[src/rtl/rv32_imm_gen_if.sv]
// Decode-stage immediate bus: instruction/pc in, five registered immediates out.
interface rv32_imm_gen_if;
    logic [31:0] pc;
    logic [31:0] instruction;
    logic [31:0] i_imm;
    logic [31:0] u_imm;
    logic [31:0] s_imm;
    logic [31:0] sb_imm;
    logic [31:0] uj_imm;

    modport master (
        output pc,
        output instruction,
        input  i_imm,
        input  u_imm,
        input  s_imm,
        input  sb_imm,
        input  uj_imm
    );

    modport slave (
        input  pc,
        input  instruction,
        output i_imm,
        output u_imm,
        output s_imm,
        output sb_imm,
        output uj_imm
    );
endinterface

[src/rtl/rv32_imm_gen.sv]
// RV32I immediate generator: all five formats in parallel, B/J already pc-relative,
// registered once with a synchronous active-high reset.
module rv32_imm_gen (
    input  logic          clk,
    input  logic          rst,
    rv32_imm_gen_if.slave bus
);

    logic [31:0] instr;
    logic [31:0] i_imm_d, u_imm_d, s_imm_d, sb_imm_d, uj_imm_d;
    logic [31:0] i_imm_q, u_imm_q, s_imm_q, sb_imm_q, uj_imm_q;
    logic [31:0] b_off, j_off;
    logic        unused_opcode;

    assign instr = bus.instruction;

    // The opcode field never contributes to any immediate.
    assign unused_opcode = ^instr[6:0];

    always_comb begin
        i_imm_d  = {{20{instr[31]}}, instr[31:20]};
        s_imm_d  = {{20{instr[31]}}, instr[31:25], instr[11:7]};
        u_imm_d  = {instr[31:12], 12'h000};
        b_off    = {{19{instr[31]}}, instr[31], instr[7], instr[30:25], instr[11:8], 1'b0};
        j_off    = {{11{instr[31]}}, instr[31], instr[19:12], instr[20], instr[30:21], 1'b0};
        // Targets wrap modulo 2^32; pc bit 0 passes through untouched.
        sb_imm_d = bus.pc + b_off;
        uj_imm_d = bus.pc + j_off;
    end

    always_ff @(posedge clk) begin
        if (rst) begin
            i_imm_q  <= 32'h0;
            u_imm_q  <= 32'h0;
            s_imm_q  <= 32'h0;
            sb_imm_q <= 32'h0;
            uj_imm_q <= 32'h0;
        end else begin
            i_imm_q  <= i_imm_d;
            u_imm_q  <= u_imm_d;
            s_imm_q  <= s_imm_d;
            sb_imm_q <= sb_imm_d;
            uj_imm_q <= uj_imm_d;
        end
    end

    assign bus.i_imm  = i_imm_q;
    assign bus.u_imm  = u_imm_q;
    assign bus.s_imm  = s_imm_q;
    assign bus.sb_imm = sb_imm_q;
    assign bus.uj_imm = uj_imm_q;

endmodule

[src/flat_wrapper.sv]
// flat-port wrapper written by rule: the top's interface ports become plain ports
module rv32_imm_gen_flat 
  (clk, rst, bus_pc, bus_instruction, bus_i_imm, bus_u_imm, bus_s_imm, bus_sb_imm, bus_uj_imm);
  rv32_imm_gen_if bus_i ();
  input  logic clk;
  input  logic rst;
  input wire logic [$bits(bus_i.pc)-1:0] bus_pc;
  input wire logic [$bits(bus_i.instruction)-1:0] bus_instruction;
  output wire logic [$bits(bus_i.i_imm)-1:0] bus_i_imm;
  output wire logic [$bits(bus_i.u_imm)-1:0] bus_u_imm;
  output wire logic [$bits(bus_i.s_imm)-1:0] bus_s_imm;
  output wire logic [$bits(bus_i.sb_imm)-1:0] bus_sb_imm;
  output wire logic [$bits(bus_i.uj_imm)-1:0] bus_uj_imm;
  assign bus_i.pc = bus_pc;
  assign bus_i.instruction = bus_instruction;
  assign bus_i_imm = bus_i.i_imm;
  assign bus_u_imm = bus_i.u_imm;
  assign bus_s_imm = bus_i.s_imm;
  assign bus_sb_imm = bus_i.sb_imm;
  assign bus_uj_imm = bus_i.uj_imm;
  rv32_imm_gen u_core (.clk(clk), .rst(rst), .bus(bus_i));
endmodule
[config.mk]
export PLATFORM = sky130hd
export DESIGN_NAME = rv32_imm_gen_flat
export DESIGN_NICKNAME = d
export VERILOG_FILES = /design/src/rtl/rv32_imm_gen_if.sv /design/src/rtl/rv32_imm_gen.sv /design/src/flat_wrapper.sv
export SDC_FILE = /design/constraint.sdc
export NUM_CORES = 1
export LEC_CHECK = 0
export ABC_AREA = 1
export BUFFER_PORTS_ARGS = -buffer_cell sky130_fd_sc_hd__buf_2
export CAP_MARGIN = 40
export CORE_ASPECT_RATIO = 1.5
export CORE_UTILIZATION = 50
export CTS_BUF_LIST = sky130_fd_sc_hd__clkbuf_16
export CTS_CLUSTER_DIAMETER = 120
export CTS_CLUSTER_SIZE = 10
export DETAILED_ROUTE_END_ITERATION = 12
export PLACE_DENSITY_LB_ADDON = 0.05
export SLEW_MARGIN = 20
export SYNTH_ARGS = -nofsm -noshare
export SYNTH_HDL_FRONTEND = slang
export SYNTH_SLANG_ARGS = --single-unit
[constraint.sdc]
create_clock -name clk -period 2.3 [get_ports clk]
set_input_delay 0.46 -clock clk [delete_from_list [all_inputs] [get_ports clk]]
set_output_delay 0.46 -clock clk [all_outputs]
set_load 0.01 [all_outputs]
==> impl_metrics.tcl, run 1 <==
set metrics [dict create \
    num_vias 6729 \
    placed_area_um2 7470 \
    min_path_type "primary input to flip-flop" \
    hold_slack_ns 0.314 \
    nNetsFinal 1372 \
    numCtsBuffers 9 \
    io-pin-count 226 \
    fin_crit_ns 1.90 \
    cts_tree "done" \
    grt_overflow 0 \
    diodes 0 \
    ys_async_sr_fraction_pct 0 \
    antenna_found_initial 0 \
    synth.cell_area_um2 6520 \
    grt_first_pass_wirelength_mm 28.2 \
    drt-initial-drc-count 251 \
    final_util_pct 61.9 \
    powerDensity_nw_per_um2 618 \
    die_h_um 142 \
    htree_levels 3 \
    start_util_pct 51.9 \
    ctsResizeCount 0 \
    avgSynthCellArea_um2 6.03 \
    synth_cells 1082 \
    rsz0062_at_grt "no" \
    cp.required_ns 2.54 \
    hold_viol_final 0 \
    clock_sinks 88 \
    synth_ff_type "dfxtp_1" \
    drc 0 \
    die_w_um 95.2 \
    critPathArrivalTime_ns 2.14 \
    grt_pass1_vias 6126 \
    grt_max_degree 52 \
    dpl.cell_count 1406 \
    final_common_cell "nand2_1" \
    criticalPathCategory "primary input to flip-flop" \
    clk_root_buffer_cell "clkbuf_16" \
    gp_congestion 0.958 \
    hpwl_mm 15.4 \
    critPathMaxFanout 17 \
    max_cap_viol_count 0 \
    finalSetupViolations 0 \
    cts_hold_buf 0 \
    start_kind "primary input" \
    viasPerCell 4.73 \
    rows 50 \
    stdcell_area_um2 7780 \
    path_clk_slew_ns 0.07 \
    fmax_mhz 528 \
    wl_per_cell_um 12.9 \
    ys_seq_area_share_pct 27.0 \
    cp-end-kind "flip-flop" \
    synth_cell_types 31 \
    area_delta_synth_final_pct 19.3 \
    cts_setup_buffers 0 \
    dieArea_um2 13500 \
    fin_tns_setup_ns 0 \
    whs_path_depth 3 \
    grt_usage_pct 27.5 \
    io_buffer_count 206 \
    yosysWarnings 0 \
    ir_drop_uv 360 \
    synth_edf_count 0 \
    clock_path_buffers 2 \
    drive_above_1_share_pct 22.0 \
    drt_pass1_iterations 4 \
    instances_no_fill 1422 \
    report.final.slew_viol_count 0 \
    power_leakage_uw 0.00481 \
    routed_wl_mm 18.3 \
    postRouteAntennaNets 0 \
    outcome "complete, no violations" \
    ys_seq_elements 88 \
    mostFrequentLayoutCells "nand2_1 (348), buf_2 (206), inv_1 (188), nor2_1 (136), dfxtp_1 (88)" \
    core_um2 12600 \
    fin_crit_sh_pct 82.4 \
]
-- sequential cells by signal, indices dropped and copies added, names as in the netlist --
signal / cells
u_core.bus.sb_imm: 31
u_core.bus.u_imm: 13
u_core.bus.uj_imm: 32
u_core.bus.s_imm: 12
-- final cells by class --
type,instances,area [um^2]
multi-input combinational,732,3500
fill,1335,4800
clock inverter,7,85.1
tap,156,195
sequential,88,1760
clock buffer,9,225
inverter,190,713
timing repair buffer,240,1300
-- per-layer routing --
metal | share of wire, % | global-route usage, % | up-vias
li1 | - | - | 3578
met1 | 38 | 27.7 | 2888
met2 | 54 | 53.9 | 221
met3 | 4.7 | 3.59 | 42
met4 | 3.7 | 12.5 | 0
met5 | 0 | 0 | -
-- power by group --
part	internal, uW	switching (uW)	total, uW
clock	866	687	1550
combinational	569	972	1540
sequential	1680	34.8	1710
-- worst paths after layout --
kind | startpoint | to
max | bus_instruction[31] | u_core.bus.sb_imm[24]$_SDFF_PP0_
min | bus_pc[0] | u_core.bus.uj_imm[0]$_SDFF_PP0_
-- worst max-delay path, stage by stage --
cell	delay, ns
buf_2	0.23
ha_1	0.42
nand2_1	0.14
nor2_1	0.21
inv_1	0.12
nor2_1	0.15
nand3_1	0.14
nand3_1	0.12
nand2_1	0.05
inv_1	0.05
nor2_1	0.04
-- metrics by stage --
step | worst slack (ns) | total power [uW]
final | 0.404 | 4800
after global routing | 0.198 | 5100
after CTS | 0.407 | 4850
after detailed placement | 0.0338 | 3290
after global placement | 0.0358 | 3280
after floorplan | 0.431 | 2780
-- Yosys cell counts, drive strengths merged (5+ instances only) --
cell type / number / area share [%]
nand2: 357 / 21
inv: 190 / 11
nor2: 143 / 8.6
dfxtp: 88 / 27
buf: 78 / 8.7
a21oi: 66 / 5.1
nand3: 57 / 4.6
ha: 43 / 8.3
o21ai: 19 / 1.5
nand4: 8 / 0.77
clkbuf: 5 / 0.29
nor3: 5 / 0.46
o21bai: 5 / 0.58
-- logic make-up after synthesis --
group,count (synthesis),synth area share (%)
AND/OR/NAND/NOR,573,35.6
other,1,0.0575
AO/OA/AOI/OAI,98,7.94
adder cells (fa/ha/maj),45,8.86
flip-flops,88,27.0
buffers and inverters,273,20.0
XOR/XNOR,4,0.537
Note: power is estimated with default switching activity, not from simulation.
==> run 2: changes to the inputs <==
- ABC_AREA: 1 -> 0
- CORE_UTILIZATION: 50 -> 49
- clock period: 2.3 -> 1.8 ns (I/O delays scaled with it)
==> impl_metrics.tcl, run 2 <==
set metrics [dict create \
    viasPerCell 5.21 \
    criticalPathCategory "primary input to flip-flop" \
    cts_tree "done" \
    grt_overflow 0 \
    synth_cells 634 \
    drc 0 \
    start_util_pct 51.0 \
    clock_path_buffers 2 \
    synth_most_common_cell "dfxtp_1" \
    clk_root_buffer_cell "clkbuf_16" \
    rsz0062_at_grt "yes" \
    ir_drop_uv 507 \
    violations "setup timing" \
    synth_ff_type "dfxtp_1" \
    diodes 0 \
    critPathMaxStageDelay_ns 0.37 \
    die_w_um 88.2 \
    placed_area_um2 7450 \
    synth_area_leaders "dfxtp_1 (32%), buf_4 (10%), ha_1 (9.9%), nor2_1 (5.4%), nor2b_1 (5.0%)" \
    ys_async_sr_fraction_pct 0 \
    core_um2 10700 \
    synth_cell_types 60 \
    wl_per_cell_um 17.1 \
    place_ws_ns -0.988 \
    report.final.slew_viol_count 0 \
    routed_wl_mm 18.6 \
    io_buffer_count 206 \
    fin_tns_setup_ns -11.65 \
    drive_above_1_share_pct 54.8 \
    min_to "u_core.bus.uj_imm[0]$_SDFF_PP0_" \
    hold_viol_final 0 \
    dieArea_um2 11600 \
    grt_usage_pct 31.5 \
    timing.final.ws_setup_ns -0.548 \
    die_h_um 131 \
    synth_commonest_cells "dfxtp_1 (88), nor2_1 (79), buf_4 (73)" \
    ys_seq_elements 88 \
    mostFrequentLayoutCells "buf_2 (199), buf_4 (168), dfxtp_1 (88), nor2_1 (74), nor2b_1 (43)" \
    area_delta_synth_final_pct 56.2 \
    numCtsBuffers 9 \
    min_path_type "primary input to flip-flop" \
    fin_crit_ns 2.35 \
    final_util_pct 79.7 \
    grt_max_degree 44 \
    antenna_found_initial 0 \
    final_common_cell "buf_2" \
    stdcell_area_um2 8530 \
    yosysWarnings 0 \
    synth.cell_area_um2 5460 \
    htree_levels 3 \
    ys_seq_area_share_pct 32.3 \
    finalSetupViolations 39 \
    num_vias 5669 \
    max_cap_viol_count 0 \
    cp-end-kind "flip-flop" \
    synth_top_cell_by_area "dfxtp_1" \
    clock_sinks 88 \
    postRouteAntennaNets 0 \
    hold_slack_ns 0.232 \
    nNetsFinal 1051 \
    critPathMaxFanout 3 \
    grt_first_pass_wirelength_mm 28.1 \
    fmax_mhz 426 \
    whs_path_depth 2 \
    fin_crit_sh_pct 130 \
    cp.required_ns 2.04 \
    critPathArrivalTime_ns 2.59 \
    path_cells "buf_8, ha_4, fa_2, a21o_1, a221o_1, a21oi_4, o21bai_4, a211oi_4, o311ai_2, mux2_4" \
    largest_reg_flops 32 \
    outcome "complete, but fails checks" \
    synth_edf_count 0 \
    path_clk_slew_ns 0.07 \
    io-pin-count 226 \
    rows 46 \
    start_kind "primary input" \
    powerDensity_nw_per_um2 820 \
    drt_pass1_iterations 4 \
    hpwl_mm 13.9 \
    avgSynthCellArea_um2 8.61 \
    gp_congestion 0.924 \
    drt-initial-drc-count 179 \
    synth_top_cell_area_share_pct 32.3 \
    tightest_slew_ns 0.534 \
    slew_headroom_pct 64.4 \
    min_from "bus_pc[0]" \
    grt_pass1_vias 5851 \
    slowest_stage "a221o_1" \
    power_leakage_uw 0.00423 \
]
run 2: layout make-up:
class / instances / area [um^2]
Multi-Input combinational cell: 454 / 3810
Inverter: 3 / 11.3
Tap cell: 144 / 180
Clock inverter: 7 / 87.6
Timing Repair Buffer: 384 / 2460
Clock buffer: 9 / 225
Fill cell: 739 / 2170
Sequential cell: 88 / 1760
run 2: routing by layer:
| metal | vias up | share of wire [%] | track usage [%] |
|---|---|---|---|
| met1 | 2638 | 33 | 28.6 |
| met5 | - | 0 | 0 |
| li1 | 2712 | - | - |
| met3 | 88 | 4.1 | 5.09 |
| met2 | 231 | 55 | 59.4 |
| met4 | 0 | 7.7 | 23.0 |
run 2: repair_timing:
item,in CTS,in global routing
setup buffers,26,8
hold buffers,0,0
gates cloned,0,0
resized for setup,66,40
pin swaps,57,45
hold endpoints to repair,0,0
endpoints found under the setup margin,43,43
run 2: worst max path at each step:
stage	to	depth (start not counted)	from
2_1_floorplan	u_core.bus.uj_imm[29]$_SDFF_PP0_	9	bus_instruction[21]
3_3_place_gp	u_core.bus.uj_imm[29]$_SDFF_PP0_	10	bus_instruction[21]
3_5_place_dp	u_core.bus.uj_imm[29]$_SDFF_PP0_	10	bus_pc[1]
4_1_cts	u_core.bus.uj_imm[29]$_SDFF_PP0_	10	bus_pc[1]
5_1_grt	u_core.bus.uj_imm[25]$_SDFF_PP0_	11	bus_pc[1]
6_report	u_core.bus.uj_imm[29]$_SDFF_PP0_	10	bus_pc[1]
run 2: per-stage QoR:
| step | total power (uW) | std cells |
|---|---|---|
| 4_1_cts | 6830 | 1083 |
| 3_3_place_gp | 4590 | 1044 |
| 2_1_floorplan | 3700 | 645 |
| 5_1_grt | 7320 | 1089 |
| 6_report | 7000 | 1089 |
| 3_5_place_dp | 4630 | 1044 |
run 2: power by group:
part	internal, uW	switching [uW]
clock network	1200	792
logic	1370	1390
registers	2170	63.1
total	4750	2250
run 2: kinds of logic after synthesis:
kind of cell    share of synthesized area (%)
simple gates                             16.7
compound gates                           18.1
buf+inv                                  12.4
flops                                    32.3
xor+xnor                                 7.38
fa+ha+maj                                10.6
mux                                      2.50
other cells                            0.0687
run 2: worst max-delay path: cells and delay by family:
kind | cells | cell delay, ns
muxes | 1 | 0.31
buffers and inverters | 1 | 0.10
adders and majority gates | 2 | 0.49
AOI/OAI and AO/OA | 6 | 1.32
==> run 3: changes to the inputs <==
- CTS_BUF_LIST: sky130_fd_sc_hd__clkbuf_16 -> default
==> impl_metrics.tcl, run 3 (synthesized netlist as in run 2, its figures left out) <==
set metrics [dict create \
    outcome "complete, but fails checks" \
    violations "setup timing" \
    grt_max_degree 44 \
    grt_overflow 0 \
    critPathMaxStageDelay_ns 0.37 \
    grt.busiest_layer "met2" \
    final_common_cell "buf_2" \
    finalSetupViolations 39 \
    path_cells "buf_8, ha_4, fa_2, a21o_1, a221o_1, a21oi_4, o21bai_4, a211oi_4, o311ai_2, mux2_4" \
    powerDensity_nw_per_um2 829 \
    power_leakage_uw 0.00428 \
    clock_path_buffers 2 \
    grtUsageMet1_pct 28.8 \
    area_delta_synth_final_pct 57.2 \
    p_int_uw 4850 \
    multiInputGateArea_um2 3780 \
    min_from "bus_pc[0]" \
    drt-initial-drc-count 201 \
    io-pin-count 226 \
    netSwitchingFraction_pct 31.8 \
    slew_headroom_pct 65.7 \
    mostFrequentLayoutCells "buf_2 (196), buf_4 (168), dfxtp_1 (88), nor2_1 (74), nor2b_1 (43)" \
    hold_viol_final 0 \
    start_kind "primary input" \
    timing.final.ws_setup_ns -0.537 \
    criticalPathCategory "primary input to flip-flop" \
    largest_reg_flops 32 \
    cp.required_ns 2.04 \
    rows 46 \
    fin_crit_ns 2.34 \
    postRouteAntennaNets 0 \
    nNetsFinal 1055 \
    min_path_type "primary input to flip-flop" \
    whs_path_depth 2 \
    met3_usage_pct 4.84 \
    wl_per_cell_um 17.2 \
    fin_tns_setup_ns -11.70 \
    htree_levels 3 \
    critPathArrivalTime_ns 2.58 \
    grt_usage_pct 31.5 \
    viasPerCell 5.26 \
    ir_drop_uv 494 \
    die_w_um 88.2 \
    grt_first_pass_wirelength_mm 28.1 \
    combPwrFrac_pct 39.2 \
    seq_power_share_pct 31.3 \
    path_clk_slew_ns 0.07 \
    max_cap_viol_count 0 \
    hpwl_mm 13.9 \
    diodes 0 \
    drive_above_1_share_pct 55.2 \
    routed_wl_mm 18.8 \
    cts_tree "done" \
    die_h_um 131 \
    dieArea_um2 11600 \
    grt_pass1_vias 5816 \
    p_switching_uw 2270 \
    p_total_uw 7120 \
    gp_congestion 0.924 \
    regArea_um2 1760 \
    rsz0062_at_grt "yes" \
    crit_start "bus_pc[1]" \
    drc 0 \
    final_util_pct 80.2 \
    drt_pass1_iterations 5 \
    numCtsBuffers 9 \
    grt_use_met2_pct 59.2 \
    fin_crit_sh_pct 130 \
    fmax_mhz 428 \
    cts_hold_buf 0 \
    core_um2 10700 \
    io_buffer_count 206 \
    cp-end-kind "flip-flop" \
    clk_root_buffer_cell "clkbuf_16" \
    tightest_slew_ns 0.514 \
    start_util_pct 51.0 \
    p_clk_share_pct 29.5 \
    place_ws_ns -0.988 \
    report.final.slew_viol_count 0 \
    slowest_stage "a221o_1" \
    clock_sinks 88 \
    antenna_found_initial 0 \
    critPathMaxFanout 3 \
    num_vias 5753 \
    fill_cells 731 \
]
[run 3: cell types whose count changed in the layout (fill, tap and decap cells not counted), moves of 2 or more]
cell      change
ha_4          -4
ha_1          +3
clkinv_1      -2
buf_2         -3
clkbuf_8      +2
buf_6         +7
[run 3: final timing paths]
check | endpoint | slack (ns)
worst max-delay path | u_core.bus.uj_imm[29]$_SDFF_PP0_ | -0.54
worst min-delay path | u_core.bus.uj_imm[0]$_SDFF_PP0_ | 0.23
[run 3: worst max-delay path: cells and delay by family]
kind                     cells  cell delay, ns
AO/OA/AOI/OAI                6            1.32
adder cells (fa/ha/maj)      2            0.48
multiplexers                 1            0.31
buffers and inverters        1            0.10
[run 3: metal layers]
metal	up-vias	routed length, um
met4	0	1660
li1	2716	-
met2	257	10100
met1	2660	6140
met3	120	864
met5	-	0
[run 3: final cells by class]
type | count | share of cell area (%)
inverter | 3 | 0.131
timing repair buffer | 388 | 29.4
sequential | 88 | 20.5
clock inverter | 4 | 0.889
clock buffer | 12 | 2.99
multi-input combinational | 454 | 44.0
tap | 144 | 2.10
[run 3: timing repair]
action / CTS / global route
gates resized for setup: 66 / 49
setup buffers: 27 / 12
setup endpoints to repair: 43 / 44
pin swaps: 54 / 57
[run 3: power groups by stage]
stage / Clock, uW / Sequential, uW / Combinational (uW)
finish: 2100 / 2230 / 2790
global route: 2200 / 2260 / 2990
CTS: 2110 / 2230 / 2590
detailed placement: 0 / 2270 / 2360
global placement: 0 / 2270 / 2320
floorplan: 0 / 2400 / 1300
[run 3: per-stage QoR]
step | std cells | cell area [um^2] | hold slack, ns
floorplan | 645 | 5880 | 0.488
global placement | 1044 | 7450 | 0.568
detailed placement | 1044 | 7450 | 0.579
CTS | 1084 | 8270 | 0.226
global route | 1093 | 8580 | 0.232
finish | 1093 | 8580 | 0.227
